$ cat config.mk
export PLATFORM = sky130hd
export DESIGN_NAME = mem_bus_arbiter
export DESIGN_NICKNAME = d
export VERILOG_FILES = /design/src/rtl/mem_bus_arbiter_pkg.sv /design/src/rtl/mem_bus_arbiter_watchdog.sv /design/src/rtl/mem_bus_arbiter.sv
export SDC_FILE = /design/constraint.sdc
export NUM_CORES = 1
export LEC_CHECK = 0
export ABC_AREA = 1
export CAP_MARGIN = 15
export CORE_ASPECT_RATIO = 1.25
export CORE_MARGIN = 1.5
export CORE_UTILIZATION = 44
export DETAILED_ROUTE_END_ITERATION = 12
export PLACE_DENSITY = 0.86
export RECOVER_POWER = 50
export SYNTH_ARGS = -nofsm -noshare
export SYNTH_HDL_FRONTEND = slang
export SYNTH_HIERARCHICAL = 1
export SYNTH_SLANG_ARGS = --single-unit
$ cat constraint.sdc
create_clock -name clk -period 2.3 [get_ports clk]
set_input_delay 0.345 -clock clk [delete_from_list [all_inputs] [get_ports clk]]
set_output_delay 0.345 -clock clk [all_outputs]
set_load 0.02 [all_outputs]
$ cat src/rtl/mem_bus_arbiter_pkg.sv
`default_nettype none
// ============================================================================
// Module      : mem_bus_arbiter_pkg
// Description : Shared types and constants for the memory bus arbiter.
// Revision    : 1.0 - initial release
// ============================================================================
package mem_bus_arbiter_pkg;

    // Arbiter sequencing states.
    typedef enum logic [1:0] {
        ARB_IDLE    = 2'd0,
        ARB_BUS_IF  = 2'd1,
        ARB_BUS_MEM = 2'd2,
        ARB_DROP_IF = 2'd3
    } arb_state_t;

    // Instruction fetches always read a full word.
    localparam logic [3:0] c_sel_word = 4'b1111;

    // Upper bound of the watchdog limit; sizes the watchdog counter.
    localparam int c_timeout_max = 1023;

    // A bus cycle is outstanding in every state except IDLE.
    function automatic logic is_busy(input arb_state_t state);
        return state != ARB_IDLE;
    endfunction

endpackage
`default_nettype wire

$ cat src/rtl/mem_bus_arbiter_watchdog.sv
`default_nettype none
// ============================================================================
// Module      : mem_bus_arbiter_watchdog
// Description : Counts bus cycles without a slave ack and flags the cycle in
//               which the TIMEOUT-th unacknowledged cycle is in progress.
// Revision    : 1.0 - initial release
// ============================================================================
module mem_bus_arbiter_watchdog
    import mem_bus_arbiter_pkg::*;
#(
    parameter int TIMEOUT = 255
)(
    input  logic clk,
    input  logic rst,
    input  logic i_clear,
    input  logic i_enable,
    output logic o_expired
);

    localparam int         c_cnt_w = $clog2(c_timeout_max + 2);
    localparam logic [c_cnt_w-1:0] c_limit = c_cnt_w'(TIMEOUT);

    logic [c_cnt_w-1:0] r_count;
    logic               r_expired;

    // Count unacknowledged cycles; expired is raised one cycle early so the
    // FSM aborts on the edge that would make the count reach TIMEOUT.
    always_ff @(posedge clk or negedge rst) begin
        if (!rst) begin
            r_count   <= '0;
            r_expired <= 1'b0;
        end else if (i_clear) begin
            r_count   <= '0;
            r_expired <= (TIMEOUT == 1);
        end else if (i_enable) begin
            r_count   <= r_count + 1'b1;
            r_expired <= ((r_count + c_cnt_w'(2)) == c_limit);
        end
    end

    assign o_expired = r_expired;

endmodule
`default_nettype wire

$ cat src/rtl/mem_bus_arbiter.sv
`default_nettype none
// ============================================================================
// Module      : mem_bus_arbiter
// Description : Shares one external memory bus between the fetch port and
//               the load/store port (load/store has priority), sequences the
//               req/ack handshake, raises pipeline stalls and aborts bus
//               cycles that never get acknowledged.
// Revision    : 1.0 - initial release
// ============================================================================
module mem_bus_arbiter
    import mem_bus_arbiter_pkg::*;
#(
    parameter int ADDR_W  = 32,
    parameter int DATA_W  = 32,
    parameter int TIMEOUT = 255
)(
    input  logic              clk,
    input  logic              rst,
    input  logic              if_req_i,
    input  logic [ADDR_W-1:0] if_addr_i,
    output logic [DATA_W-1:0] if_data_o,
    output logic              if_ack_o,
    input  logic              mem_req_i,
    input  logic              mem_we_i,
    input  logic [3:0]        mem_sel_i,
    input  logic [ADDR_W-1:0] mem_addr_i,
    input  logic [DATA_W-1:0] mem_wdata_i,
    output logic [DATA_W-1:0] mem_rdata_o,
    output logic              mem_ack_o,
    input  logic              flush_i,
    output logic              bus_req_o,
    output logic              bus_we_o,
    output logic [3:0]        bus_sel_o,
    output logic [ADDR_W-1:0] bus_addr_o,
    output logic [DATA_W-1:0] bus_wdata_o,
    input  logic [DATA_W-1:0] bus_rdata_i,
    input  logic              bus_ack_i,
    output logic              bus_err_o,
    output logic              stallreq_o
);

    arb_state_t        r_state;
    logic [DATA_W-1:0] r_if_data;
    logic              r_if_ack;
    logic [DATA_W-1:0] r_mem_rdata;
    logic              r_mem_ack;
    logic              r_bus_req;
    logic              r_bus_we;
    logic [3:0]        r_bus_sel;
    logic [ADDR_W-1:0] r_bus_addr;
    logic [DATA_W-1:0] r_bus_wdata;
    logic              r_bus_err;

    logic w_mem_go;
    logic w_if_go;
    logic w_grant;
    logic w_count_en;
    logic w_expired;

    // A port whose ack is on the outputs this cycle still shows its old
    // request; it must not be granted a second time.
    assign w_mem_go   = mem_req_i & ~r_mem_ack;
    assign w_if_go    = if_req_i & ~flush_i & ~r_if_ack;
    assign w_grant    = (r_state == ARB_IDLE) & (w_mem_go | w_if_go);
    assign w_count_en = is_busy(r_state) & ~bus_ack_i;

    mem_bus_arbiter_watchdog #(
        .TIMEOUT (TIMEOUT)
    ) u_watchdog (
        .clk       (clk),
        .rst       (rst),
        .i_clear   (w_grant),
        .i_enable  (w_count_en),
        .o_expired (w_expired)
    );

    // Arbitration FSM with registered bus, ack, error and data outputs.
    always_ff @(posedge clk or negedge rst) begin
        if (!rst) begin
            r_state     <= ARB_IDLE;
            r_if_data   <= '0;
            r_if_ack    <= 1'b0;
            r_mem_rdata <= '0;
            r_mem_ack   <= 1'b0;
            r_bus_req   <= 1'b0;
            r_bus_we    <= 1'b0;
            r_bus_sel   <= '0;
            r_bus_addr  <= '0;
            r_bus_wdata <= '0;
            r_bus_err   <= 1'b0;
        end else begin
            r_if_ack  <= 1'b0;
            r_mem_ack <= 1'b0;
            r_bus_err <= 1'b0;
            case (r_state)
                ARB_IDLE: begin
                    if (w_mem_go) begin
                        r_state     <= ARB_BUS_MEM;
                        r_bus_req   <= 1'b1;
                        r_bus_we    <= mem_we_i;
                        r_bus_sel   <= mem_sel_i;
                        r_bus_addr  <= mem_addr_i;
                        r_bus_wdata <= mem_wdata_i;
                    end else if (w_if_go) begin
                        r_state     <= ARB_BUS_IF;
                        r_bus_req   <= 1'b1;
                        r_bus_we    <= 1'b0;
                        r_bus_sel   <= c_sel_word;
                        r_bus_addr  <= if_addr_i;
                        r_bus_wdata <= '0;
                    end
                end
                ARB_BUS_IF: begin
                    if (flush_i) begin
                        // The bus cycle cannot be withdrawn; discard its result.
                        if (bus_ack_i) begin
                            r_state   <= ARB_IDLE;
                            r_bus_req <= 1'b0;
                        end else if (w_expired) begin
                            r_state   <= ARB_IDLE;
                            r_bus_req <= 1'b0;
                            r_bus_err <= 1'b1;
                        end else begin
                            r_state   <= ARB_DROP_IF;
                        end
                    end else if (bus_ack_i) begin
                        r_state   <= ARB_IDLE;
                        r_bus_req <= 1'b0;
                        r_if_data <= bus_rdata_i;
                        r_if_ack  <= 1'b1;
                    end else if (w_expired) begin
                        r_state   <= ARB_IDLE;
                        r_bus_req <= 1'b0;
                        r_if_data <= '0;
                        r_if_ack  <= 1'b1;
                        r_bus_err <= 1'b1;
                    end
                end
                ARB_BUS_MEM: begin
                    if (bus_ack_i) begin
                        r_state     <= ARB_IDLE;
                        r_bus_req   <= 1'b0;
                        r_mem_rdata <= bus_rdata_i;
                        r_mem_ack   <= 1'b1;
                    end else if (w_expired) begin
                        r_state     <= ARB_IDLE;
                        r_bus_req   <= 1'b0;
                        r_mem_rdata <= '0;
                        r_mem_ack   <= 1'b1;
                        r_bus_err   <= 1'b1;
                    end
                end
                ARB_DROP_IF: begin
                    if (bus_ack_i) begin
                        r_state   <= ARB_IDLE;
                        r_bus_req <= 1'b0;
                    end else if (w_expired) begin
                        r_state   <= ARB_IDLE;
                        r_bus_req <= 1'b0;
                        r_bus_err <= 1'b1;
                    end
                end
                default: begin
                    r_state   <= ARB_IDLE;
                    r_bus_req <= 1'b0;
                end
            endcase
        end
    end

    assign if_data_o   = r_if_data;
    assign if_ack_o    = r_if_ack;
    assign mem_rdata_o = r_mem_rdata;
    assign mem_ack_o   = r_mem_ack;
    assign bus_req_o   = r_bus_req;
    assign bus_we_o    = r_bus_we;
    assign bus_sel_o   = r_bus_sel;
    assign bus_addr_o  = r_bus_addr;
    assign bus_wdata_o = r_bus_wdata;
    assign bus_err_o   = r_bus_err;

    // Stall while any requester is still waiting; forced low in reset.
    assign stallreq_o = rst & ((if_req_i & ~r_if_ack & ~flush_i) |
                               (mem_req_i & ~r_mem_ack));

endmodule
`default_nettype wire

==> results of run 1 <==
-- power groups by stage --
| stage | Sequential (uW) | Combinational [uW] | Clock [uW] |
|---|---|---|---|
| after global placement | 4350 | 6070 | 0 |
| after CTS | 4370 | 6200 | 2660 |
| after detailed placement | 4400 | 6180 | 0 |
| after global routing | 4490 | 6390 | 2780 |
| after floorplan | 5660 | 1910 | 0 |
| final | 4350 | 5900 | 2600 |
-- flip-flops by register name (all words and copies together), names as in the netlist --
name / cells
bus_addr_o: 32
bus_wdata_o: 32
if_data_o: 32
mem_rdata_o: 32
u_watchdog/r_count: 11
bus_sel_o: 4
r_state: 2
bus_err_o: 1
bus_req_o: 1
bus_we_o: 1
if_ack_o: 1
mem_ack_o: 1
u_watchdog/o_expired: 1
-- stage by stage --
step           hold WS (ns)  utilization [%]
6_report              0.381             65.5
2_1_floorplan        0.0494                -
3_3_place_gp          0.151             63.1
3_5_place_dp          0.154             63.1
5_1_grt               0.369             65.5
4_1_cts               0.358             66.7
-- layout make-up --
class                      count  area share [%]
clock buffer                  19            4.36
clock inverter                13            1.11
inverter                      32            1.18
multi-input combinational    567            24.7
sequential                   151            37.2
tap                          212            2.61
timing repair buffer         296            28.8
-- how the worst max path moves through the flow --
stage,end,slack [ns],cells after the start
floorplan,u_watchdog/r_count[6],0.47,13
global placement,u_watchdog/r_count[6],0.03,14
detailed placement,u_watchdog/r_count[6],-0.07,14
CTS,stallreq_o,0.28,7
global route,if_data_o[19],0.15,3
finish,stallreq_o,0.28,7
-- synth_stat cells, types with 4 or more instances --
| cell type | count | share of area [%] |
|---|---|---|
| nand3_1 | 75 | 5.4 |
| nor2_1 | 14 | 0.76 |
| buf_6 | 17 | 2.8 |
| nand2_2 | 16 | 1.4 |
| clkbuf_1 | 6 | 0.33 |
| o21ai_2 | 46 | 5.8 |
| a21oi_1 | 7 | 0.51 |
| inv_2 | 4 | 0.22 |
| o21ai_1 | 17 | 1.2 |
| inv_1 | 28 | 1.5 |
| dfrtp_1 | 151 | 55 |
| o21ai_0 | 9 | 0.65 |
| nand2_1 | 355 | 19 |
| nor2_4 | 7 | 1.1 |
| nor3_1 | 4 | 0.29 |
| buf_2 | 16 | 1.2 |
-- repair_timing --
item	4_1_cts	5_1_grt
setup endpoints to repair	1	0
resized for setup	1	0
endpoints found under the hold margin	8	0
setup buffers	0	0
hold buffers	1	0
-- cells by family (layout without fill, tap and decap cells) --
kind of cell,Yosys count,count (layout),synth area share [%]
flip-flops,151,151,54.6
buffers and inverters,78,360,6.62
adder cells (fa/ha/maj),3,3,0.543
AO/OA/AOI/OAI,83,83,8.61
AND/OR/NAND/NOR,481,481,29.6
-- metal layers --
layer / routed length, um / vias up
met5: 0 / -
met4: 548 / 0
met3: 1170 / 43
met2: 9750 / 213
met1: 7640 / 2926
li1: - / 3056
-- critical path, cell delays in order --
cell and delay [ns]:
clkdlybuf4s50_1 0.44, inv_1 0.07, nand3_1 0.19, nand2_2 0.15, inv_2 0.03, nor2_1 0.08, dlygate4sd2_1 0.35
==> results.sh, run 1 <==
export IMPL_place_worst_setup_slack_ns=-0.0663
export IMPL_p_leak_uw=0.00486
export IMPL_gr_max_usage_layer="met2"
export IMPL_grtUsageTotal_pct=23.5
export IMPL_vias=6238
export IMPL_startpoint_type="input pin"
export IMPL_crit_fanout=3
export IMPL_dp_cells=1256
export IMPL_coreArea_um2=15500
export IMPL_gr_usage_met2_pct=40.8
export IMPL_worstReg2RegEnd="u_watchdog/r_count[6]"
export IMPL_yosys_register_bits=151
export IMPL_grt_pass1_wl_um=30500
export IMPL_dpl_instance_area_um2=9780
export IMPL_pwr_density_cell_nw_per_um2=1270
export IMPL_yosysWarnings=6
export IMPL_rsz0062_at_grt="false"
export IMPL_seq_area_frac_synth_pct=54.6
export IMPL_cts_buffer_depth=2
export IMPL_final_hold_viol_count=0
export IMPL_async_reset_ff_share_pct=100
export IMPL_grt_met1_usage_pct=28.2
export IMPL_grt_ovfl_total=0
export IMPL_finalWorstSetupSlack_ns=0.281
export IMPL_pwr_share_seq_pct=33.9
export IMPL_ioPinCount=277
export IMPL_setup_violations_final=0
export IMPL_clkTransAtPathRegs_ns=0.07
export IMPL_synth_flop_cell="dfrtp_1"
export IMPL_port_buffer_count=276
export IMPL_syn_area_um2=6920
export IMPL_slew_violations=0
export IMPL_antenna_cells=0
export IMPL_maxCapViolations=0
export IMPL_multiInputGateArea_um2=2500
export IMPL_dr_pass1_iters=5
export IMPL_antenna_left=0
export IMPL_htreeDepth=4
export IMPL_layout_commonest_cell="nand2_1"
export IMPL_worst_setup_path_end_kind="output pin"
export IMPL_synthToLayoutAreaGrowth_pct=46.7
export IMPL_synth_edf_count=0
export IMPL_met3_usage_pct=5.60
export IMPL_fp_row_count=51
export IMPL_critPathRequiredTime_ns=1.96
export IMPL_seqCellArea_um2=3780
export IMPL_pwr_share_clk_pct=20.2
export IMPL_combinationalPowerShare_pct=45.9
export IMPL_routed_wl_um=19100
export IMPL_fin_cells=1290
export IMPL_hold_path_class="in -> async"
export IMPL_nNetsFinal=1207
export IMPL_initial_core_util_pct=44.6
export IMPL_cts_sinks=151
export IMPL_worst_ep_arrival_time_ns=1.67
export IMPL_netlist_instances=796
export IMPL_max_slew_margin_pct=13.7
export IMPL_reg2reg_depth=13
export IMPL_max_freq_mhz=495
export IMPL_gp_congestion=0.922
export IMPL_dieArea_um2=16500
export IMPL_worstReg2RegStart="if_ack_o"
export IMPL_netSwitchingFraction_pct=39.2
export IMPL_die_width_um=115
export IMPL_status="finished, final reports clean"
export IMPL_tightest_slew_ns=1.29
export IMPL_worstSetupPathType="in -> out"
export IMPL_worst_skew_pair_late_latency_ns=0.41
export IMPL_final_cell_mix="nand2_1, clkdlybuf4s50_1, dfrtp_1"
export IMPL_min_period_over_period_pct=87.8
export IMPL_cts_root_buffer="clkbuf_16"
export IMPL_synth_area_per_cell_um2=8.69
export IMPL_vdd_drop_max_mv=0.627
export IMPL_drc=0
export IMPL_cts_tree="yes"
export IMPL_drive_gt1_share_pct=7.61
export IMPL_cts_made_buffers=17
export IMPL_wl_per_cell_um=14.8
export IMPL_timing_final_crit_period_ns=2.02
export IMPL_power_switching_uw=5040
export IMPL_finalSetupTns_ns=0
export IMPL_vias_per_cell=4.84
export IMPL_final_cell_area_um2=10100
export IMPL_synth_cell_types=30
export IMPL_drt_initial_drc_count=512
export IMPL_die_h_um=143
export IMPL_dp_hpwl_um=13800
export IMPL_r2r_slack_ns=0.35
export IMPL_intPower_uw=7820
export IMPL_antenna_found_initial=0
export IMPL_grt_max_degree=85
export IMPL_grt_pass1_vias=6135
export IMPL_n_fill_cell=1346
export IMPL_startpoint="flush_i"
export IMPL_syn_nets=938
export IMPL_finalPower_uw=12900
export IMPL_finalClockSkew_ns=0.0125
(Power assumes the default switching activity.)
==> run 2, diff against run 1 <==
Settings changed: CORE_MARGIN 1.5 to 3.
==> run 2 against run 1 <==
  * Non-clock buffer count fell by 3
  * Highest routed layer unchanged
  * Power barely moved
  * Critical path depth fell by 1
  * Largest cell class unchanged
  * Count of clock-buffer cells in the layout rose by 1
  * Combinational power barely moved
  * Sequential share of layout area barely moved
  * Die area rose by 4.8%
  * Via count rose by 1.3%
  * Flip-flop and latch count did not move
  * Design area fell by 0.12%
==> results.sh, run 2 (synthesis results as in run 1) <==
export IMPL_crit_fanout=4
export IMPL_worst_skew_pair_late_latency_ns=0.41
export IMPL_drc=0
export IMPL_startpoint_type="register"
export IMPL_finalWorstSetupSlack_ns=0.217
export IMPL_worst_setup_path_end_kind="output pin"
export IMPL_crit_buf_inv=3
export IMPL_cts_tree="yes"
export IMPL_critPathRequiredTime_ns=1.96
export IMPL_power_switching_uw=4950
export IMPL_place_worst_setup_slack_ns=0.0599
export IMPL_initial_core_util_pct=45.5
export IMPL_gp_congestion=0.850
export IMPL_grtUsageTotal_pct=22.7
export IMPL_layout_commonest_cell="nand2_1"
export IMPL_nNetsFinal=1204
export IMPL_grt_ovfl_total=0
export IMPL_antenna_cells=0
export IMPL_finalPower_uw=12900
export IMPL_dieArea_um2=17300
export IMPL_path_delay_family="buffers and inverters"
export IMPL_vdd_drop_max_mv=0.533
export IMPL_dr_pass1_iters=5
export IMPL_clkTransAtPathRegs_ns=0.06
export IMPL_antenna_left=0
export IMPL_drive_gt1_share_pct=7.18
export IMPL_pwr_density_cell_nw_per_um2=1270
export IMPL_coreArea_um2=15200
export IMPL_drt_initial_drc_count=430
export IMPL_min_period_over_period_pct=90.5
export IMPL_hold_path_class="in -> async"
export IMPL_cp_slowest_cell="dfrtp_1"
export IMPL_pwr_share_clk_pct=20.2
export IMPL_utilization_pct=66.7
export IMPL_port_buffer_count=276
export IMPL_vias=6321
export IMPL_finalSetupTns_ns=0
export IMPL_combinationalPowerShare_pct=46.0
export IMPL_die_h_um=146
export IMPL_timing_final_crit_period_ns=2.08
export IMPL_crit_chain="inv_1, nand3_1, nand2_1, inv_2, nor2_1, dlygate4sd2_1"
export IMPL_slew_violations=0
export IMPL_maxCapViolations=0
export IMPL_setup_violations_final=0
export IMPL_tightest_slew_ns=1.02
export IMPL_grt_pass1_vias=6157
export IMPL_n_fill_cell=1258
export IMPL_die_width_um=118
export IMPL_grt_max_degree=75
export IMPL_rsz0062_at_grt="false"
export IMPL_p_leak_uw=0.00486
export IMPL_max_freq_mhz=480
export IMPL_final_hold_viol_count=0
export IMPL_max_slew_margin_pct=32.1
export IMPL_wl_per_cell_um=15.3
export IMPL_worstSetupPathType="reg -> out"
export IMPL_final_cell_mix="nand2_1, clkdlybuf4s50_1, dfrtp_1"
export IMPL_dp_hpwl_um=14100
export IMPL_multiInputGateArea_um2=2510
export IMPL_vias_per_cell=4.93
export IMPL_routed_wl_um=19600
export IMPL_cts_root_buffer="clkbuf_16"
export IMPL_netSwitchingFraction_pct=38.5
export IMPL_worst_ep_arrival_time_ns=1.74
export IMPL_status="finished, final reports clean"
export IMPL_intPower_uw=7900
export IMPL_post_cts_buffers=0
export IMPL_finalClockSkew_ns=0.00871
export IMPL_fp_row_count=50
export IMPL_grt_pass1_wl_um=31800
export IMPL_cts_sinks=151
export IMPL_cts_buffer_depth=2
export IMPL_ioPinCount=277
export IMPL_htreeDepth=4
export IMPL_cts_made_buffers=17
export IMPL_pwr_share_seq_pct=33.8
export IMPL_seqCellArea_um2=3780
export IMPL_cp_slowest_stage_delay_ns=0.38
export IMPL_antenna_found_initial=0
export IMPL_synthToLayoutAreaGrowth_pct=46.6
## run 2: changes by cell type in the layout (fill, tap and decap cells not counted), sizes merged
cell    delta
clkbuf     +1
bufinv     +1
buf        -3
inv        -4
## run 2: path summary, 6_finish.rpt
path	startpoint	to	slack (ns)	cells after the start
max	if_ack_o	stallreq_o	0.22	6
min	rst	mem_rdata_o[17]	0.29	2
max reg2reg	if_ack_o	u_watchdog/r_count[5]	0.37	11
min reg2reg	bus_addr_o[24]	bus_addr_o[24]	0.47	2
max in group asynchronous	rst	bus_wdata_o[19]	0.79	3
min in group clk	mem_wdata_i[2]	bus_wdata_o[2]	0.47	3
## run 2: cell type report
class / instances / share of cell area (%)
Clock buffer: 20 / 4.51
Clock inverter: 10 / 0.975
Inverter: 32 / 1.18
Multi-Input combinational cell: 567 / 24.7
Sequential cell: 151 / 37.3
Tap cell: 208 / 2.57
Timing Repair Buffer: 293 / 28.8
## run 2: power groups by stage
stage	clock network, uW	registers (uW)	logic [uW]
2_1_floorplan	0	5660	1910
5_1_grt	2780	4490	6350
6_report	2590	4350	5910
3_5_place_dp	0	4390	6180
4_1_cts	2670	4360	6210
3_3_place_gp	0	4350	6070
## run 2: metrics by stage
stage                     instances  area [um^2]  hold WS (ns)
after floorplan                 796         6920        0.0494
after global placement         1250         9790         0.143
after detailed placement       1250         9790         0.146
after CTS                      1281        10300         0.270
after global routing           1281        10100         0.282
final                          1281        10100         0.287
## run 2: worst reg2reg max path: cells and delay by family (launching register included)
family	cells	cell delay (ns)
buffers and inverters	3	0.38
AO/OA/AOI/OAI	1	0.09
AND/OR/NAND/NOR	7	0.99
flip-flops	1	0.38
## run 2: per-layer routing
layer | vias up | global-route usage (%) | routed length [um] | part of all wire (%)
met1 | 2972 | 27.4 | 7740 | 39
met2 | 252 | 38.8 | 9980 | 51
met4 | 0 | 10.4 | 714 | 3.6
met5 | - | 0 | 0 | 0
li1 | 3045 | - | - | -
met3 | 52 | 5.08 | 1210 | 6.1
## run 2: repair_timing
action,CTS,global route
endpoints found under the setup margin,1,0
hold endpoints to repair,4,0
gates resized for setup,1,0
hold buffers,1,0
==> run 3, diff against run 2 <==
Settings changed: SLEW_MARGIN set to 20.
==> results of run 3 <==
No change in the layout: final DEF, timing and power equal those of run 2.
